### config.mk
export PLATFORM = sky130hd
export DESIGN_NAME = bus_xfer_ctrl
export DESIGN_NICKNAME = d
export VERILOG_FILES = /design/src/rtl/bus_xfer_ctrl.sv
export SDC_FILE = /design/constraint.sdc
export NUM_CORES = 1
export LEC_CHECK = 0
export ABC_CLOCK_PERIOD_IN_PS = 3600
export CAP_MARGIN = 20
export CORE_ASPECT_RATIO = 0.7
export CORE_MARGIN = 2
export CORE_UTILIZATION = 57
export CTS_CLUSTER_SIZE = 14
export DETAILED_ROUTE_END_ITERATION = 6
export PLACE_DENSITY = 0.83
export SLEW_MARGIN = 20
export SYNTH_ARGS = -nofsm -noshare
export SYNTH_HDL_FRONTEND = slang
export SYNTH_SLANG_ARGS = --single-unit
### constraint.sdc
create_clock -name clock -period 3.6 [get_ports clock]
set_input_delay 0.72 -clock clock [delete_from_list [all_inputs] [get_ports clock]]
set_output_delay 0.72 -clock clock [all_outputs]
set_load 0.02 [all_outputs]
### src/rtl/bus_xfer_ctrl.sv
// ---------------------------------------------------------------------------
// bus_xfer_ctrl
// Sequencing side of the 24-source, 32-bit datapath bus. Register-transfer
// requests {src,dst} are queued in a small FIFO. Each transfer takes two
// cycles: DRIVE puts the source select on the bus, and LOAD holds it while
// pulsing the one-hot destination load enable.
//
// Code map (src and dst): 0-15 R0-R15, 16 HI, 17 LO, 18 ZHI, 19 ZLO, 20 PC,
// 21 MDR, 22 InPort, 23 C. Codes 24-31 are rejected with err_invalid.
//
// Parameters
//   DEPTH     request FIFO entries (power of two, >= 2)
//   IDLE_SEL  bus_sel value while no transfer owns the bus
//
// Ports
//   clock        system clock, rising edge
//   clear        synchronous active-high reset, overrides every other input
//   req_valid    transfer request present
//   req_ready    FIFO can accept (not full)
//   req_src      bus source code
//   req_dst      destination code
//   bus_sel      source select to the bus mux
//   bus_drive    high while a transfer owns the bus (DRIVE and LOAD)
//   load_en      one-hot destination load enable, bit index = dst code
//   xfer_done    one-cycle pulse, same cycle as load_en
//   err_invalid  one-cycle pulse after an accepted request with a code > 23
//   busy         transfer in progress or requests still queued
//   xfer_count   (only with XFER_COUNT_EN) completed-transfer counter, wraps
//
// Build option: define XFER_COUNT_EN to add the xfer_count output.
// ---------------------------------------------------------------------------
module bus_xfer_ctrl #(
  parameter int         DEPTH    = 4,
  parameter logic [4:0] IDLE_SEL = 5'b11111
) (
  input  logic        clock,
  input  logic        clear,
  input  logic        req_valid,
  output logic        req_ready,
  input  logic [4:0]  req_src,
  input  logic [4:0]  req_dst,
  output logic [4:0]  bus_sel,
  output logic        bus_drive,
  output logic [23:0] load_en,
  output logic        xfer_done,
  output logic        err_invalid,
  output logic        busy
`ifdef XFER_COUNT_EN
  ,
  output logic [15:0] xfer_count
`endif
);

  localparam int            PW       = (DEPTH > 1) ? $clog2(DEPTH) : 1;
  localparam int            CW       = PW + 1;
  localparam logic [CW-1:0] FULL_CNT = CW'(DEPTH);
  localparam logic [4:0]    MAX_CODE = 5'd23;

  localparam logic [1:0] ST_IDLE  = 2'd0;
  localparam logic [1:0] ST_DRIVE = 2'd1;
  localparam logic [1:0] ST_LOAD  = 2'd2;

  logic [9:0]    fifo_mem [DEPTH];
  logic [PW-1:0] wr_ptr;
  logic [PW-1:0] rd_ptr;
  logic [CW-1:0] count;
  logic [1:0]    state;
  logic [4:0]    cur_dst;

  logic          accept;
  logic          code_ok;
  logic          push;
  logic          pop;
  logic [4:0]    head_src;
  logic [4:0]    head_dst;

  function automatic logic code_valid(input logic [4:0] code);
    return code <= MAX_CODE;
  endfunction

  function automatic logic [23:0] dst_onehot(input logic [4:0] code);
    return 24'd1 << code;
  endfunction

  // Ready comes from the registered count only, so a pop in the same cycle
  // never reopens a full FIFO early.
  assign req_ready = (count != FULL_CNT);
  assign busy      = (state != ST_IDLE) || (count != '0);

  assign accept    = req_valid && req_ready && !clear;
  assign code_ok   = code_valid(req_src) && code_valid(req_dst);
  assign push      = accept && code_ok;
  // Pops only from a non-empty count, so a push into an empty FIFO is seen
  // by the sequencer one cycle later.
  assign pop       = (count != '0) && ((state == ST_IDLE) || (state == ST_LOAD));

  assign head_src  = fifo_mem[rd_ptr][9:5];
  assign head_dst  = fifo_mem[rd_ptr][4:0];

  // ---- request queue control ----
  always_ff @(posedge clock) begin
    if (clear) begin
      wr_ptr      <= '0;
      rd_ptr      <= '0;
      count       <= '0;
      err_invalid <= 1'b0;
    end else begin
      if (push) wr_ptr <= wr_ptr + PW'(1);
      if (pop)  rd_ptr <= rd_ptr + PW'(1);
      count       <= count + CW'(push) - CW'(pop);
      err_invalid <= accept && !code_ok;
    end
  end

  // ---- request queue storage and current destination ----
  always_ff @(posedge clock) begin
    if (push) fifo_mem[wr_ptr] <= {req_src, req_dst};
    if (pop)  cur_dst <= head_dst;
  end

  // ---- transfer sequencer with registered bus outputs ----
  always_ff @(posedge clock) begin
    if (clear) begin
      state     <= ST_IDLE;
      bus_sel   <= IDLE_SEL;
      bus_drive <= 1'b0;
      load_en   <= '0;
      xfer_done <= 1'b0;
    end else begin
      case (state)
        ST_IDLE: begin
          load_en   <= '0;
          xfer_done <= 1'b0;
          if (pop) begin
            state     <= ST_DRIVE;
            bus_sel   <= head_src;
            bus_drive <= 1'b1;
          end
        end
        ST_DRIVE: begin
          state     <= ST_LOAD;
          load_en   <= dst_onehot(cur_dst);
          xfer_done <= 1'b1;
        end
        ST_LOAD: begin
          load_en   <= '0;
          xfer_done <= 1'b0;
          // Chain straight into the next transfer so the bus never idles
          // between queued requests.
          if (pop) begin
            state   <= ST_DRIVE;
            bus_sel <= head_src;
          end else begin
            state     <= ST_IDLE;
            bus_sel   <= IDLE_SEL;
            bus_drive <= 1'b0;
          end
        end
        default: begin
          state     <= ST_IDLE;
          bus_sel   <= IDLE_SEL;
          bus_drive <= 1'b0;
          load_en   <= '0;
          xfer_done <= 1'b0;
        end
      endcase
    end
  end

`ifdef XFER_COUNT_EN
  // Counts on the edge that raises xfer_done, so the new value appears
  // together with the pulse.
  always_ff @(posedge clock) begin
    if (clear)                  xfer_count <= '0;
    else if (state == ST_DRIVE) xfer_count <= xfer_count + 16'd1;
  end
`endif

endmodule

==> results.md, run 1 <==
- Drt pass-1 iters: 4
- Die Y: 66.12 µm
- Antenna cells: 0
- Cts hold-fix bufs: 0
- Largest net degree at the start of global routing: 23
- Clock Power Share: 0.250
- Number of synthesized flops with an enable pin: 45
- Most frequent cells in the layout: 46 x clkdlybuf4s50_1, 45 x edfxtp_1, 43 x dfxtp_1
- Maximum fanout along the worst path: 7
- I/O Buffers: 46
- CTS tree: yes
- Clock buffer depth: 2
- Sw frac: 0.2967
- Syn_nets: 237
- Hpwl dp: 3431 µm
- Highest Clock Rate: 339.0 MHz
- Hold path cells: 2
- CP startpoint kind: input port
- Synth warn: 0
- CP peak stage delay: 0.47 ns
- CTS sink count: 88
- Routability cong.: 0.8060
- Cell Area, Synth: 3142 µm²
- Critical path, cell by cell: clkdlybuf4s50_1 > a22oi_1 > and3_1 > inv_1 > ha_1 > inv_1 > ha_1 > fa_1 > xnor2_1 > xnor2_1 > nor2_1
- Overall via count from detail_route: 1,772
- Endpoints failing setup: 0
- Reg2Reg Setup Slack: 1.23 ns
- Cell count after placement: 327
- Worst-path clk slew: 0.08 ns
- Leak Pwr: 0.001369 µW
- Post-layout min period: 2.950 ns
- Post-CTS Resized: 0
- CP required: 3.84 ns
- Worst path slowest cell: clkdlybuf4s50_1
- Min-Delay Startpoint: rd_ptr[1]
- CTS H-tree lvls: 3
- WL final: 4906 µm
- Setup Skew: 0.008669 ns
- Layout area overhead: 23.06%
- Int Pwr: 1863 µW
- Die ar.: 6131 µm²
- Max_slew headroom: 0.5768
- Post-Synthesis Cells: 217
- Total gr overflow: 0
- Power Density: 685.1 nW/µm²
- CTS buffer count: 9
- Final hold violations: 0
- Rows: 22
- Syn Area/Cell: 14.48 µm²
- CP endpoint kind: flip-flop
- Arrival @ worst endpoint: 3.19 ns
- Reg2reg end: count[2]
- Reg-to-reg critical path startpoint: state[0]
- Synthesized flop and latch total: 88
- Vias in the first global route: 1,645
- Initial core utilization: 0.5945
- DRT iter0 DRCs: 95
- Post-route clock period utilization: 0.8193
- Average wire per standard cell: 14.30 µm
- CTS Root Cell: clkbuf_8
- ANT nets after route: 0
- Synth Flop Type: edfxtp_1
- Max VDD drop: 0.4199 mV
- Skew-Pair Late Insertion Delay: 0.35 ns
- Fillers: 358
- Residual DRC: 0
- Die Span X: 92.74 µm
- Worst-margin pin slew: 0.6260 ns
- Final slew viol count: 0
- Vias per cell: 5.166
- Critical path origin: req_src[4]
- Commonest non-fill, non-tap cell in the layout: clkdlybuf4s50_1
- First-pass GRT wire length: 8059 µm
- Reg2reg path depth: 8
- Total of max-cap violations: 0
- Layout net count: 286
- Share of cells above drive strength 1: 0.09594
- Setup TNS after final layout: 0 ns
- WS Path Type: input port to flip-flop
- Gate power share: 0.247
- Flop pwr share: 0.503
- Post CTS Setup Buffer Count: 0
- Initial antenna violation count: 0
- Core area: 5285 µm²
- Share of the yosys chip area belonging to registers: 0.7041
- GRT Util Overall: 0.1841
- Layout Cells excl Fill: 343
- Netlist cell types: 38
- Async SR Flop Fraction: 0
- I/O Pins: 47
- Sw power: 785.8 µW
- Status: completed
- Hold Path Class: flip-flop to flip-flop
- RSZ-0062 raised after global routing: false
## power by group through the flow
| stage | sequential (µW) | combinational (µW) | clock, µW |
|---|---|---|---|
| floorplan | 1320 | 478 | 0 |
| global placement | 1350 | 645 | 0 |
| detailed placement | 1360 | 659 | 0 |
| CTS | 1330 | 660 | 680 |
| global route | 1360 | 728 | 730 |
| finish | 1330 | 654 | 663 |
## logic make-up (layout without fill, tap and decap cells)
family	Yosys count	count (layout)	share of synthesized area
simple gates	72	72	0.1143
flops	88	88	0.7041
mux	11	11	0.08085
xor+xnor	2	2	0.005576
compound gates	19	19	0.03903
fa+ha+maj	7	7	0.03027
buf+inv	18	72	0.02589
## critical path: cells and delay by family
| family | cells | cell delay [ns] |
|---|---|---|
| adders and majority gates | 3 | 0.83 |
| buffers and inverters | 3 | 0.58 |
| and+or+nand+nor | 2 | 0.40 |
| AOI/OAI and AO/OA | 1 | 0.35 |
| xor gates and xnor gates | 2 | 0.30 |
## per-layer routing
metal,vias up,share of wire,global-route usage
met4,0,0.013,0.07169
met5,-,0,0
met1,835,0.47,0.2428
met2,55,0.46,0.2792
met3,6,0.057,0.07184
li1,876,-,-
## worst max-delay path by stage
stage / end / cells after the start / slack, ns
finish: count[2] / 11 / 0.65
global route: count[2] / 11 / 0.48
CTS: count[2] / 11 / 0.69
detailed placement: count[2] / 11 / 0.31
global placement: count[2] / 11 / 0.37
floorplan: count[2] / 11 / 0.91
## Yosys cell counts (2+ instances only)
| cell type | count | area, µm² |
|---|---|---|
| a21o_1 | 6 | 45.04 |
| a21oi_1 | 3 | 15.01 |
| and2_1 | 4 | 25.02 |
| buf_2 | 2 | 10.01 |
| clkbuf_1 | 5 | 18.77 |
| dfxtp_1 | 43 | 860.8 |
| edfxtp_1 | 45 | 1351 |
| ha_1 | 6 | 75.07 |
| inv_1 | 8 | 30.03 |
| mux4_1 | 5 | 131.4 |
| mux4_2 | 5 | 112.6 |
| nand2_1 | 5 | 18.77 |
| nand2b_1 | 3 | 18.77 |
| nand3_1 | 3 | 15.01 |
| nor2_1 | 35 | 131.4 |
| nor2b_1 | 4 | 25.02 |
| nor3b_1 | 2 | 15.01 |
| o21ai_0 | 7 | 35.03 |
| or3_1 | 6 | 37.54 |
| xnor2_1 | 2 | 17.52 |
## through the flow
step | setup slack, ns | hold WS, ns | util | area, µm² | total power, µW
2_1_floorplan | 0.9089 | 0.4529 | - | 3142 | 1802
3_3_place_gp | 0.3692 | 0.4670 | 0.6918 | 3656 | 1995
3_5_place_dp | 0.3092 | 0.4742 | 0.6918 | 3656 | 2015
4_1_cts | 0.6949 | 0.4907 | 0.7315 | 3866 | 2675
5_1_grt | 0.4806 | 0.5279 | 0.7315 | 3866 | 2816
6_report | 0.6505 | 0.4831 | 0.7315 | 3866 | 2649
## sequential cells by signal, summed over array words and instances (netlist names), named ones only
register,cells
load_en,24
cur_dst,5
count,3
state,2
rd_ptr,2
bus_drive,1
bus_sel,5
err_invalid,1
xfer_done,1
wr_ptr,2
fifo_mem,40
## cell type report
cell class | instances | area, µm² | share of cell area
inverter | 8 | 30.03 | 0.007767
sequential | 88 | 2212 | 0.5722
clock inverter | 5 | 36.28 | 0.009385
clock buffer | 11 | 173.9 | 0.04498
tap | 72 | 90.09 | 0.02330
timing repair buffer | 48 | 475.5 | 0.1230
multi-input combinational | 111 | 848.3 | 0.2194
(Power assumes the default switching activity.)
==> run 2, diff against run 1 <==
--- a/config.mk
+++ b/config.mk
@@ -5,14 +5,14 @@
 export SDC_FILE = /design/constraint.sdc
 export NUM_CORES = 1
 export LEC_CHECK = 0
-export ABC_CLOCK_PERIOD_IN_PS = 3600
+export ABC_CLOCK_PERIOD_IN_PS = 2500
 export CAP_MARGIN = 20
 export CORE_ASPECT_RATIO = 0.7
 export CORE_MARGIN = 2
-export CORE_UTILIZATION = 57
+export CORE_UTILIZATION = 48
 export CTS_CLUSTER_SIZE = 14
 export DETAILED_ROUTE_END_ITERATION = 6
-export PLACE_DENSITY = 0.83
+export PLACE_DENSITY = 0.75
 export SLEW_MARGIN = 20
 export SYNTH_ARGS = -nofsm -noshare
 export SYNTH_HDL_FRONTEND = slang
==> constraint.sdc (replaced) <==
create_clock -name clock -period 2.5 [get_ports clock]
set_input_delay 0.5 -clock clock [delete_from_list [all_inputs] [get_ports clock]]
set_output_delay 0.5 -clock clock [all_outputs]
set_load 0.02 [all_outputs]
==> results.md, run 2 (synthesis gave the netlist of run 1 again) <==
- ANT nets after route: 0 (unchanged)
- Total of max-cap violations: 0 (unchanged)
- WS Path Type: input port to flip-flop (unchanged)
- Status: completed (unchanged)
- Worst-margin pin slew: 0.5123 ns (was 0.6260 ns)
- WL final: 5105 µm (was 4906 µm)
- Setup WS pre-CTS: -0.3623 ns (was 0.3092 ns)
- Largest registers: fifo_mem: 40 flops, load_en: 24 flops (unchanged)
- Core area: 6276 µm² (was 5285 µm²)
- CTS Root Cell: clkbuf_8 (unchanged)
- CTS H-tree lvls: 3 (unchanged)
- Layout net count: 301 (was 286)
- Power Density: 970.2 nW/µm² (was 685.1 nW/µm²)
- Layout area overhead: 26.72% (was 23.06%)
- Met2 usage: 0.2548 (was 0.2792)
- First-pass GRT wire length: 8569 µm (was 8059 µm)
- Most frequent cells in the layout: 46 x clkdlybuf4s50_1, 45 x edfxtp_1, 43 x dfxtp_1 (unchanged)
- Setup TNS after final layout: 0 ns (unchanged)
- Critical path, cell by cell: clkdlybuf4s50_1 > a22oi_2 > and3_1 > inv_1 > ha_1 > inv_1 > ha_1 > fa_1 > xnor2_2 > xnor2_1 > nor2_1 (was clkdlybuf4s50_1 > a22oi_1 > and3_1 > inv_1 > ha_1 > inv_1 > ha_1 > fa_1 > xnor2_1 > xnor2_1 > nor2_1)
- RSZ-0062 raised after global routing: false (unchanged)
- Hold Path Class: flip-flop to flip-flop (unchanged)
- Setup Skew: 0.008411 ns (was 0.008669 ns)
- Leak Pwr: 0.001442 µW (was 0.001369 µW)
- Vias in the first global route: 1,799 (was 1,645)
- Vias per cell: 4.967 (was 5.166)
- GRT Util Overall: 0.1574 (was 0.1841)
- CTS sink count: 88 (unchanged)
- Post CTS Setup Buffer Count: 0 (unchanged)
- I/O Pins: 47 (unchanged)
- Post-layout min period: 2.411 ns
- Die Span X: 100.7 µm (was 92.74 µm)
- GRT met3 Usage: 0.06537 (was 0.07184)
- CP startpoint kind: input port (unchanged)
- Initial core utilization: 0.5006 (was 0.5945)
- Buffers & Inverters on Critical Path: 3 (unchanged)
- Commonest non-fill, non-tap cell in the layout: clkdlybuf4s50_1 (unchanged)
- CTS buffer count: 9 (unchanged)
- GRT busiest layer: met2 (unchanged)
- Arrival @ worst endpoint: 2.65 ns (was 3.19 ns)
- DRT iter0 DRCs: 37 (was 95)
- Top reg by flops: fifo_mem (unchanged)
- Largest net degree at the start of global routing: 22 (was 23)
- Worst-path clk slew: 0.08 ns (about the same)
- Skew-Pair Late Insertion Delay: 0.35 ns (about the same)
- CP endpoint kind: flip-flop (unchanged)
- Layout Cells excl Fill: 363 (was 343)
- Clock buffer depth: 2 (unchanged)
- Share of cells above drive strength 1: 0.1404 (was 0.09594)
- Overall via count from detail_route: 1,803 (was 1,772)
- Total gr overflow: 0 (unchanged)
- Rows: 24 (was 22)
- Max FFs per register: 40 (unchanged)
- Average wire per standard cell: 14.06 µm (was 14.30 µm)
- Initial antenna violation count: 0 (unchanged)
- Antenna cells: 0 (unchanged)
- Highest Clock Rate: 414.8 MHz
- Routability cong.: 0.7133 (was 0.8060)
- Global routing usage on met1: 0.1977 (was 0.2428)
- Max_slew headroom: 0.6580 (was 0.5768)
- Max VDD drop: 0.4296 mV (was 0.4199 mV)
- Cell count after placement: 348 (was 327)
- Endpoints failing setup: 0 (unchanged)
- CP peak stage delay: 0.47 ns (about the same)
- Drt pass-1 iters: 4 (unchanged)
- Delay-heaviest family, CP: adder cells (unchanged)
- Final slew viol count: 0 (unchanged)
- Die Y: 71.69 µm (was 66.12 µm)
- Final hold violations: 0 (unchanged)
- CTS tree: yes (unchanged)
- Final WS setup: 0.08908 ns (was 0.6505 ns)
- Residual DRC: 0 (unchanged)
- Maximum fanout along the worst path: 2 (was 7)
- Post-route clock period utilization: 0.9644
- CP required: 2.74 ns (was 3.84 ns)
- Hpwl dp: 3663 µm (was 3431 µm)
- I/O Buffers: 46 (unchanged)
- Die ar.: 7219 µm² (was 6131 µm²)
- Worst path slowest cell: clkdlybuf4s50_1 (unchanged)
-- run 2: changes by cell type in the layout (fill, tap and decap cells not counted), sizes merged --
cell    previous run  this run
clkbuf            11        13
clkinv             5         1
inv                8         9
buf                2        17
-- run 2: final cells by class --
cell class	count	area, µm²
clock inverter	2	11.26
multi-input combinational	111	860.8
sequential	88	2212
fill	478	2295
timing repair buffer	63	588.1
tap	78	97.59
clock buffer	13	181.4
inverter	8	30.03
-- run 2: what timing repair did --
item,CTS,global route
setup endpoints to repair,0,1
resized for setup,0,2
hold endpoints to repair,0,0
hold buffers,0,0
-- run 2: worst reg2reg max path: cells and delay by family, from the launching register on --
kind	cells	cell delay, ns
buffers and inverters	2	0.09
DFF	1	0.41
adders and majority gates	3	0.71
and+or+nand+nor	3	0.67
xor gates and xnor gates	2	0.29
-- run 2: power by group --
| group | internal (µW) | switching (µW) |
|---|---|---|
| Clock | 477 | 449 |
| Combinational | 538 | 515 |
| Sequential | 1720 | 161 |
-- run 2: stage by stage --
step	hold WS [ns]	utilization	power [µW]	instance area, µm²
detailed placement	0.4943	0.6017	2961	3776
CTS	0.5087	0.6324	3887	3969
global route	0.5296	0.6344	4101	3981
floorplan	0.4529	-	2594	3142
finish	0.5070	0.6344	3863	3981
global placement	0.4650	0.6017	2934	3776
-- run 2: worst paths after layout --
| path | start | cells after the start | slack [ns] | endpoint |
|---|---|---|---|---|
| max | req_src[3] | 11 | 0.09 | count[2] |
| min reg2reg | rd_ptr[1] | 2 | 0.51 | rd_ptr[1] |
| min | rd_ptr[1] | 2 | 0.51 | rd_ptr[1] |
| max reg2reg | count[2] | 10 | 0.22 | count[2] |
-- run 2: routing by layer --
layer	vias to the layer above	part of all wire
met5	-	0
met4	0	0.0078
met3	8	0.071
li1	900	-
met1	841	0.45
met2	54	0.47
==> run 3, diff against run 2 <==
--- a/config.mk
+++ b/config.mk
@@ -13,7 +13,6 @@
 export CTS_CLUSTER_SIZE = 14
 export DETAILED_ROUTE_END_ITERATION = 6
 export PLACE_DENSITY = 0.75
-export SLEW_MARGIN = 20
 export SYNTH_ARGS = -nofsm -noshare
 export SYNTH_HDL_FRONTEND = slang
 export SYNTH_SLANG_ARGS = --single-unit
==> results of run 3 <==
Same layout as run 2: the final DEF is identical, and so are final timing and power.
